## src/rtl/ex_stage_pipe.sv

```systemverilog
// Registered execute stage: ALU, branch/jump resolution and fetch redirect behind valid/ready.
// Define EX_MUL_EN to build the iterative shift-add multiplier for alu_ctl 10.
module ex_stage_pipe #(
    parameter int XLEN   = 32,
    parameter int REG_AW = 5
) (
    input  logic              clk,
    input  logic              rst_n,
    input  logic              flush,
    input  logic              in_valid,
    output logic              in_ready,
    input  logic [3:0]        alu_ctl,
    input  logic              alu_src,
    input  logic [2:0]        br_type,
    input  logic              jalr,
    input  logic [XLEN-1:0]   pc,
    input  logic [XLEN-1:0]   imm,
    input  logic [XLEN-1:0]   rs1,
    input  logic [XLEN-1:0]   rs2,
    input  logic [REG_AW-1:0] rd_addr,
    output logic              out_valid,
    input  logic              out_ready,
    output logic [XLEN-1:0]   out_result,
    output logic [XLEN-1:0]   out_rs2,
    output logic [REG_AW-1:0] out_rd_addr,
    output logic              redirect_valid,
    output logic [XLEN-1:0]   redirect_pc
);
    localparam int SW = $clog2(XLEN);

    logic [XLEN-1:0]   opB, aluRes, jalrSum, result_d, redirectPc_d;
    logic [SW-1:0]     shamt;
    logic              brTaken, taken_d, isLink, outFree, accept, loadAlu;
    logic              outValid_q, redirectValid_q;
    logic [XLEN-1:0]   outResult_q, outRs2_q, redirectPc_q;
    logic [REG_AW-1:0] outRd_q;

    // Branch compares use rs1/rs2 directly so signed ordering never depends on ALU overflow.
    always_comb begin
        opB    = alu_src ? imm : rs2;
        shamt  = opB[SW-1:0];
        aluRes = '0;
        case (alu_ctl)
            4'd0:    aluRes = rs1 + opB;
            4'd1:    aluRes = rs1 - opB;
            4'd2:    aluRes = rs1 << shamt;
            4'd3:    aluRes = {{(XLEN-1){1'b0}}, ($signed(rs1) < $signed(opB))};
            4'd4:    aluRes = {{(XLEN-1){1'b0}}, (rs1 < opB)};
            4'd5:    aluRes = rs1 ^ opB;
            4'd6:    aluRes = rs1 >> shamt;
            4'd7:    aluRes = $signed(rs1) >>> shamt;
            4'd8:    aluRes = rs1 | opB;
            4'd9:    aluRes = rs1 & opB;
            default: aluRes = '0;
        endcase
        brTaken = 1'b0;
        case (br_type)
            3'd1:    brTaken = (rs1 == rs2);
            3'd2:    brTaken = (rs1 != rs2);
            3'd3:    brTaken = ($signed(rs1) < $signed(rs2));
            3'd4:    brTaken = ($signed(rs1) >= $signed(rs2));
            3'd5:    brTaken = (rs1 < rs2);
            3'd6:    brTaken = (rs1 >= rs2);
            3'd7:    brTaken = 1'b1;
            default: brTaken = 1'b0;
        endcase
        isLink       = jalr || (br_type == 3'd7);
        taken_d      = jalr || brTaken;
        jalrSum      = rs1 + imm;
        redirectPc_d = jalr ? (jalrSum & {{(XLEN-1){1'b1}}, 1'b0}) : (pc + imm);
        result_d     = isLink ? (pc + XLEN'(4)) : aluRes;
    end

    assign outFree = !outValid_q || out_ready;

`ifdef EX_MUL_EN
    typedef enum logic [1:0] {IDLE, MUL, WB} state_t;

    state_t            state_q;
    logic [SW-1:0]     cnt_q;
    logic [XLEN-1:0]   mcand_q, mplier_q, acc_q, mulRs2_q;
    logic [REG_AW-1:0] mulRd_q;
    logic              isMulOp, startMul, loadMul;

    assign isMulOp  = (alu_ctl == 4'd10) && (br_type == 3'd0) && !jalr;
    assign in_ready = (state_q == IDLE) && outFree && !flush;
    assign accept   = in_valid && in_ready;
    assign startMul = accept && isMulOp;
    assign loadAlu  = accept && !isMulOp;
    assign loadMul  = (state_q == WB) && outFree && !flush;

    // Iteration 0 happens on the accept edge, so the counter enters MUL at 1 and the
    // result lands XLEN+1 edges after accept, matching the latency-1 path's timing reference.
    always_ff @(posedge clk or negedge rst_n) begin
        if (!rst_n) begin
            state_q  <= IDLE;
            cnt_q    <= '0;
            mcand_q  <= '0;
            mplier_q <= '0;
            acc_q    <= '0;
            mulRs2_q <= '0;
            mulRd_q  <= '0;
        end else if (flush) begin
            state_q <= IDLE;
            cnt_q   <= '0;
        end else begin
            case (state_q)
                IDLE: if (startMul) begin
                    acc_q    <= opB[0] ? rs1 : '0;
                    mcand_q  <= rs1 << 1;
                    mplier_q <= opB >> 1;
                    mulRs2_q <= rs2;
                    mulRd_q  <= rd_addr;
                    cnt_q    <= SW'(1);
                    state_q  <= MUL;
                end
                MUL: begin
                    if (mplier_q[0]) acc_q <= acc_q + mcand_q;
                    mcand_q  <= mcand_q << 1;
                    mplier_q <= mplier_q >> 1;
                    cnt_q    <= cnt_q + SW'(1);
                    if (cnt_q == SW'(XLEN-1)) state_q <= WB;
                end
                WB: if (outFree) begin
                    cnt_q   <= '0;
                    state_q <= IDLE;
                end
                default: state_q <= IDLE;
            endcase
        end
    end
`else
    assign in_ready = outFree && !flush;
    assign accept   = in_valid && in_ready;
    assign loadAlu  = accept;
`endif

    // A load while MEM takes the old result replaces it in place, so there is no bubble.
    always_ff @(posedge clk or negedge rst_n) begin
        if (!rst_n) begin
            outValid_q      <= 1'b0;
            outResult_q     <= '0;
            outRs2_q        <= '0;
            outRd_q         <= '0;
            redirectValid_q <= 1'b0;
            redirectPc_q    <= '0;
        end else if (flush) begin
            outValid_q      <= 1'b0;
            redirectValid_q <= 1'b0;
        end else begin
            redirectValid_q <= 1'b0;
            if (loadAlu) begin
                outValid_q      <= 1'b1;
                outResult_q     <= result_d;
                outRs2_q        <= rs2;
                outRd_q         <= rd_addr;
                redirectValid_q <= taken_d;
                if (taken_d) redirectPc_q <= redirectPc_d;
            end
`ifdef EX_MUL_EN
            else if (loadMul) begin
                outValid_q  <= 1'b1;
                outResult_q <= acc_q;
                outRs2_q    <= mulRs2_q;
                outRd_q     <= mulRd_q;
            end
`endif
            else if (out_ready) begin
                outValid_q <= 1'b0;
            end
        end
    end

    assign out_valid      = outValid_q;
    assign out_result     = outResult_q;
    assign out_rs2        = outRs2_q;
    assign out_rd_addr    = outRd_q;
    assign redirect_valid = redirectValid_q;
    assign redirect_pc    = redirectPc_q;

endmodule
```

## config.mk

```make
export PLATFORM = sky130hd
export DESIGN_NAME = ex_stage_pipe
export DESIGN_NICKNAME = d
export VERILOG_FILES = /design/src/rtl/ex_stage_pipe.sv
export SDC_FILE = /design/constraint.sdc
export NUM_CORES = 1
export LEC_CHECK = 0
export BUFFER_PORTS_ARGS = -buffer_cell sky130_fd_sc_hd__buf_2
export CORE_MARGIN = 4
export CORE_UTILIZATION = 25
export DETAILED_ROUTE_END_ITERATION = 12
export GPL_ROUTABILITY_DRIVEN = 0
export GPL_TIMING_DRIVEN = 0
export HOLD_SLACK_MARGIN = 0.05
export PLACE_DENSITY = 0.42
export SLEW_MARGIN = 20
export SYNTH_ARGS = -nofsm -noshare
export SYNTH_HDL_FRONTEND = slang
export SYNTH_SLANG_ARGS = --single-unit
```

## constraint.sdc

```tcl
create_clock -name clk -period 1.9 [get_ports clk]
set_clock_uncertainty 0.05 [all_clocks]
set_input_delay 0.38 -clock clk [delete_from_list [all_inputs] [get_ports clk]]
set_output_delay 0.38 -clock clk [all_outputs]
set_load 0.01 [all_outputs]
```

==> flow_summary_export.csv, run 1 <==
group,metric,value,unit
timing,slew_headroom,0.228,
route,drt_iter0_drc,2671,
layout,fin_cells,3773,
clock_tree,cts_sinks,103,
grt,grt_pass1_wl,149,mm
setup_path,startpoint,"alu_src",
synthesis,ys.flop_type,"dfrtp_1",
setup_path,startpoint_type,"input port",
synthesis,synth_cell_types,89,
setup_path,r2r-start,"out_valid",
setup_path,r2r_slack,-0.91,ns
synthesis,synth_edf_count,0,
layout,fillers,7369,
placement,hpwl,84.1,mm
setup_path,end_kind,"flop",
placement,io_buffers,248,
grt,grt_pass1_vias,21000,
placement,placedCellCount,3659,
setup_path,rr_worst_depth,10,
die,dieWidth,273,µm
timing,layout_min_cycle_time,4.05,ns
die,start_util,0.254,
clock_tree,clk_pin_slew,0.10,ns
route,dr.pass1.iters,6,
synthesis,avgSynthCellArea,7.07,µm²
clock_tree,clockRootBuffer,"clkbuf_16",
layout,syn_to_final_growth,36.6,%
clock_tree,cts_tree,"done",
timing,rsz0062_at_grt,"true",
die,die_h,273,µm
route,num_vias,22200,
layout,diodes,0,
synthesis,ys_seq_elements,103,
synthesis,syn_nets,2820,
timing,setup_ws,-2.15,ns
flow_run,max_cap_violations,0,
clock_tree,htreeDepth,3,
timing,fmax,0.247,GHz
die,die_area,0.0744,mm²
status,outcome,"finished, violations left",
min_path,holdPathStages,2,
min_path,min-delay-start,"flush",
setup_path,crit_type,"in -> reg",
setup_path,cp_max_fo,5,
timing,hold_ws,0.121,ns
power_and_ir_drop,max-vdd-ir-drop,0.377,mV
route,routed_wl,105,mm
clock_tree,clk_latency,0.38,ns
power_and_ir_drop,power_density,585,mW/mm²
min_path,hold_end,"out_valid",
layout,fin_util,0.347,
synthesis,seq_area_frac_synth,0.147,
grt,grt_overflow,0,
setup_path,critical_path_arrival,4.29,ns
route,ant_nets,0,
timing,fin_crit_sh,2.13,
route,via_per_inst,5.89,
grt,grt_start_max_net_pins,70,
setup_path,r2r_end,"out_result[30]",
layout,fin_nets,3179,
synthesis,yosysWarnings,0,
timing,hold_viol_final,0,
route,wire_per_inst,27.9,µm
clock_tree,cts_made_buffers,9,
layout,multi_input_area,0.0156,mm²
timing,setup_violations,65,
clock_tree,cts_buffer_depth,2,
min_path,hp-class,"in -> reg",
grt,antenna_found_initial,0,
synthesis,syn_inst,2478,
power_and_ir_drop,power.leakage,10.5,nW
grt,track_usage,0.268,
die,num_io_pins,251,
layout,drive_above_1_share,0.272,
timing,drv_slew,0,
die,rows,96,
status,violations,"negative setup slack",
setup_path,cp_data_required_time,2.14,ns
die,core_area,0.0691,mm²
route,drc,0,
synthesis,synthArstFlopShare,1.00,
layout,seqCellArea,0.00258,mm²
timing,worstMarginPinSlew,1.16,ns
synthesis,synth.cell_area,0.0175,mm²
## where the power goes
| part | switching [mW] | total [mW] | internal, mW |
|---|---|---|---|
| registers | 0.354 | 2.98 | 2.62 |
| clock network | 1.07 | 2.31 | 1.24 |
| logic | 5.34 | 8.72 | 3.38 |
## cell usage in the layout, fill, tap and decap left out, types with 14 or more instances in the layout
master / Yosys / final
ha_1: 191 / 164
nand3_1: 58 / 55
clkbuf_16: 0 / 18
a21oi_1: 237 / 205
mux2i_1: 89 / 73
nor3_1: 50 / 42
dfrtp_1: 103 / 103
o21ai_0: 146 / 134
nor2b_1: 15 / 14
ha_4: 0 / 20
o221ai_1: 23 / 17
o21ai_2: 1 / 32
buf_12: 0 / 23
clkbuf_1: 102 / 52
buf_4: 4 / 81
a211oi_1: 36 / 22
nand2_1: 300 / 274
o21ai_1: 72 / 48
buf_6: 0 / 40
inv_1: 141 / 126
nand2b_1: 25 / 23
a22oi_1: 18 / 16
a31oi_1: 30 / 23
o21bai_1: 25 / 21
and3_1: 16 / 15
xnor2_1: 55 / 54
clkbuf_2: 0 / 20
nand4_1: 22 / 22
xor2_1: 39 / 39
a21o_1: 49 / 49
o21a_1: 44 / 40
buf_2: 20 / 240
nor2_1: 253 / 245
o22ai_1: 28 / 24
o211ai_1: 31 / 31
a21oi_2: 0 / 27
## layout make-up
| cell class | instances | share of cell area |
|---|---|---|
| well taps | 931 | 0.0487 |
| plain buffers | 140 | 0.0502 |
| inverters | 146 | 0.0251 |
| clock inverters | 4 | 0.00324 |
| flip-flops and latches | 103 | 0.108 |
| multi-input cells | 2084 | 0.653 |
| clock buffers | 12 | 0.0107 |
| repair buffers | 353 | 0.101 |
## registers in the layout, indices dropped and copies added (netlist names)
name / cells
out_valid: 1
redirect_valid: 1
redirect_pc: 32
out_rs2: 32
out_result: 32
out_rd_addr: 5
## worst max path at each step
stage | endpoint
global placement | out_result[0]
detailed placement | out_result[0]
CTS | out_result[30]
finish | out_result[30]
floorplan | out_result[26]
global route | out_result[26]
## per-layer routing
metal | share of wire | track usage | wire length [µm] | up-vias
met3 | 0.10 | 0.0575 | 10600 | 287
met2 | 0.42 | 0.410 | 44700 | 1408
met5 | 0 | 0 | 0 | -
met1 | 0.42 | 0.365 | 44300 | 10800
li1 | - | - | - | 9755
met4 | 0.053 | 0.113 | 5580 | 0
## per-stage QoR
stage	setup TNS [ns]	power [mW]	cell area (µm²)	setup WS (ns)
final	-95.35	14.0	23900	-2.15
after global placement	-305.72	10.1	20600	-3.54
after detailed placement	-199.55	10.1	20600	-3.50
after floorplan	-73.88	7.28	18200	-2.27
after global routing	-102.55	14.7	23900	-2.22
after CTS	-96.73	13.3	23100	-2.16
## worst max-delay path, stage by stage
cell and delay [ns]:
buf_12 0.11, mux2i_4 0.25, buf_12 0.16, inv_8 0.03
buf_12 0.12, buf_12 0.11, buf_12 0.12, ha_4 0.16
fa_2 0.39, a211oi_4 0.33, nor3_4 0.10, nor4_4 0.36
o31a_1 0.30, o221ai_4 0.19, a221oi_2 0.36, o311ai_2 0.12
a311oi_2 0.37, o22ai_1 0.13, o21a_1 0.15
## cells in the mapped netlist, types with 7 or more instances
| cell | instances | area share |
|---|---|---|
| nor4_1 | 12 | 0.0043 |
| nor3_1 | 50 | 0.014 |
| a31oi_1 | 30 | 0.011 |
| nor2b_1 | 15 | 0.0054 |
| o21a_1 | 44 | 0.019 |
| o21bai_1 | 25 | 0.011 |
| inv_1 | 141 | 0.030 |
| a21o_1 | 49 | 0.021 |
| o21ai_0 | 146 | 0.042 |
| clkbuf_1 | 102 | 0.022 |
| nand2b_1 | 25 | 0.0089 |
| xor2_1 | 39 | 0.019 |
| and2_1 | 10 | 0.0036 |
| a211oi_1 | 36 | 0.015 |
| o31ai_1 | 14 | 0.0060 |
| mux2i_1 | 89 | 0.051 |
| ha_1 | 191 | 0.14 |
| a22oi_1 | 18 | 0.0077 |
| nand3_1 | 58 | 0.017 |
| o21ai_1 | 72 | 0.021 |
| nor2_1 | 253 | 0.054 |
| mux4_2 | 10 | 0.013 |
| and3_1 | 16 | 0.0057 |
| xnor2_1 | 55 | 0.027 |
| dfrtp_1 | 103 | 0.15 |
| buf_2 | 20 | 0.0057 |
| a221oi_1 | 24 | 0.012 |
| nand2_1 | 300 | 0.064 |
| buf_1 | 19 | 0.0041 |
| or3_1 | 13 | 0.0046 |
| a21oi_1 | 237 | 0.068 |
| o211ai_1 | 31 | 0.013 |
| o22ai_1 | 28 | 0.010 |
| nand4_1 | 22 | 0.0079 |
| o2111ai_1 | 7 | 0.0035 |
| a311oi_1 | 7 | 0.0035 |
| a2111oi_0 | 11 | 0.0055 |
| a221o_1 | 12 | 0.0069 |
| o221ai_1 | 23 | 0.011 |
## kinds of logic after synthesis
logic type	after synthesis	share of synthesized area
adder cells (fa/ha/maj)	195	0.141
AO/OA/AOI/OAI	882	0.326
buffers and inverters	291	0.0646
flip-flops	103	0.147
AND/OR/NAND/NOR	805	0.204
XOR/XNOR	94	0.0470
multiplexers	108	0.0707
## repair_timing
action,4_1_cts,5_1_grt
hold endpoints to repair,68,0
pin swaps,104,79
gates resized for setup,319,199
setup endpoints to repair,102,100
cloned,6,0
setup buffers,77,28
hold buffers,1,0
Note: power is estimated with default switching activity, not from simulation.
==> run 2: changes to the inputs <==
- BUFFER_PORTS_ARGS: -buffer_cell sky130_fd_sc_hd__buf_2 -> -buffer_cell sky130_fd_sc_hd__clkbuf_2
==> flow_summary_export.csv, run 2 (same netlist as run 1, synthesis figures left out) <==
group,metric,value,unit
grt,grt_pass1_wl,148,mm
grt,grt_pass1_vias,21200,
timing,slew_headroom,0.231,
route,dr.pass1.iters,6,
min_path,hp-class,"in -> reg",
timing,rsz0062_at_grt,"true",
timing,layout_min_cycle_time,4.06,ns
route,drt_iter0_drc,2665,
setup_path,critPathMaxStageDelay,0.38,ns
die,die_h,273,µm
power_and_ir_drop,power.leakage,10.4,nW
placement,place_area,0.0206,mm²
die,dieWidth,273,µm
layout,layout_common_cells,"274 x nand2_1, 250 x clkbuf_2, 245 x nor2_1",
timing,fin_crit_sh,2.14,
placement,io_buffers,248,
route,wire_per_inst,27.8,µm
clock_tree,cts_sinks,103,
status,outcome,"finished, violations left",
die,rows,96,
timing,drv_slew,0,
route,via_per_inst,5.88,
layout,fillers,7410,
setup_path,end_kind,"flop",
layout,diodes,0,
die,core_area,0.0691,mm²
power_and_ir_drop,max-vdd-ir-drop,0.458,mV
flow_run,max_cap_violations,0,
clock_tree,cts_tree,"done",
placement,hpwl,84.0,mm
layout,final_common_cell,"nand2_1",
timing,fmax,0.246,GHz
clock_tree,clk_pin_slew,0.10,ns
route,drc,0,
die,num_io_pins,251,
power_and_ir_drop,power_density,585,mW/mm²
timing,setup_ws,-2.16,ns
grt,grt_start_max_net_pins,80,
setup_path,cp_common_cell,"buf_12",
setup_path,critical_path_arrival,4.31,ns
layout,multi_input_area,0.0157,mm²
grt,grt_overflow,0,
layout,fin_area,0.0239,mm²
clock_tree,cts_buffer_depth,2,
die,die_area,0.0744,mm²
clock_tree,cts_made_buffers,9,
setup_path,cp_num_buf_inv,7,
layout,seqCellArea,0.00258,mm²
status,violations,"negative setup slack",
grt,track_usage,0.267,
timing,hold_viol_final,0,
setup_path,crit_chain,"buf_12 > mux2i_4 > buf_12 > inv_8 > buf_12 > buf_12 > buf_12 > buf_8 > ha_4 > fa_2 > a211oi_4 > nor3_4 > nor4_4 > o31a_1 > o221ai_4 > a221oi_2 > o311ai_2 > a311oi_2 > o22ai_1 > o21a_1",
route,routed_wl,105,mm
clock_tree,clk_latency,0.40,ns
setup_path,cp_max_fo,5,
layout,syn_to_final_growth,36.3,%
die,start_util,0.254,
setup_path,crit_type,"in -> reg",
setup_path,critical-path-top-delay-family,"compound AO/OA/AOI/OAI gates",
clock_tree,htreeDepth,3,
setup_path,startpoint_type,"input port",
layout,drive_above_1_share,0.281,
clock_tree,clockRootBuffer,"clkbuf_16",
layout,fin_util,0.346,
route,ant_nets,0,
timing,setup_violations,65,
setup_path,cp_data_required_time,2.15,ns
route,num_vias,22200,
layout,fin_nets,3177,
grt,antenna_found_initial,1,
setup_path,cp_slowest_cell,"fa_2",
timing,worstMarginPinSlew,1.15,ns
==> run 2: timing repair <==
item | 4_1_cts | 5_1_grt
pin swaps | 94 | 74
resized for setup | 299 | 200
hold endpoints to repair | 24 | 0
buffers inserted | 53 | 46
cloned | 4 | 2
setup endpoints to repair | 102 | 99
hold buffers | 1 | 0
==> run 2: layout make-up <==
class | count | share of cell area
well taps | 931 | 0.0488
repair buffers | 351 | 0.102
inverters | 146 | 0.0248
clock inverters | 7 | 0.00429
clock buffers | 9 | 0.00943
plain buffers | 140 | 0.0478
flip-flops and latches | 103 | 0.108
multi-input cells | 2084 | 0.655
==> run 2: worst paths after layout <==
path | startpoint | end | slack, ns | cells past startpoint
max | alu_src | out_result[30] | -2.16 | 20
min | flush | out_valid | 0.1 | 2
min reg2reg | out_rd_addr[4] | out_rd_addr[4] | 0.43 | 2
max in group asynchronous | rst_n | out_result[23] | 0.68 | 3
max reg2reg | out_valid | out_result[30] | -1.01 | 10
min in group asynchronous | rst_n | redirect_pc[5] | 0.37 | 2
==> run 2: through the flow <==
step	power [mW]	setup TNS, ns	instances	setup WS [ns]	hold slack, ns
finish	14.0	-99.00	3771	-2.16	0.0996
global route	14.6	-103.52	3771	-2.24	0.118
detailed placement	10.1	-202.52	3659	-3.55	0.231
floorplan	7.28	-73.88	2478	-2.27	0.0344
CTS	13.3	-95.19	3730	-2.12	0.0821
global placement	10.1	-337.39	3657	-3.60	0.416
==> run 2: layer usage <==
layer | up-vias | wire [µm] | global-route usage | part of all wire
li1 | 9779 | - | - | -
met1 | 10800 | 45100 | 0.366 | 0.43
met2 | 1347 | 44200 | 0.404 | 0.42
met3 | 285 | 9640 | 0.0535 | 0.092
met4 | 2 | 5920 | 0.123 | 0.056
met5 | - | 15 | 0 | 0.00014
==> run 2: power by group <==
group	switching, mW	internal [mW]	leakage (nW)	total, mW
clock	1.15	1.18	0.162	2.33
sequential	0.376	2.62	1.27	3.00
combinational	5.31	3.35	9.01	8.66
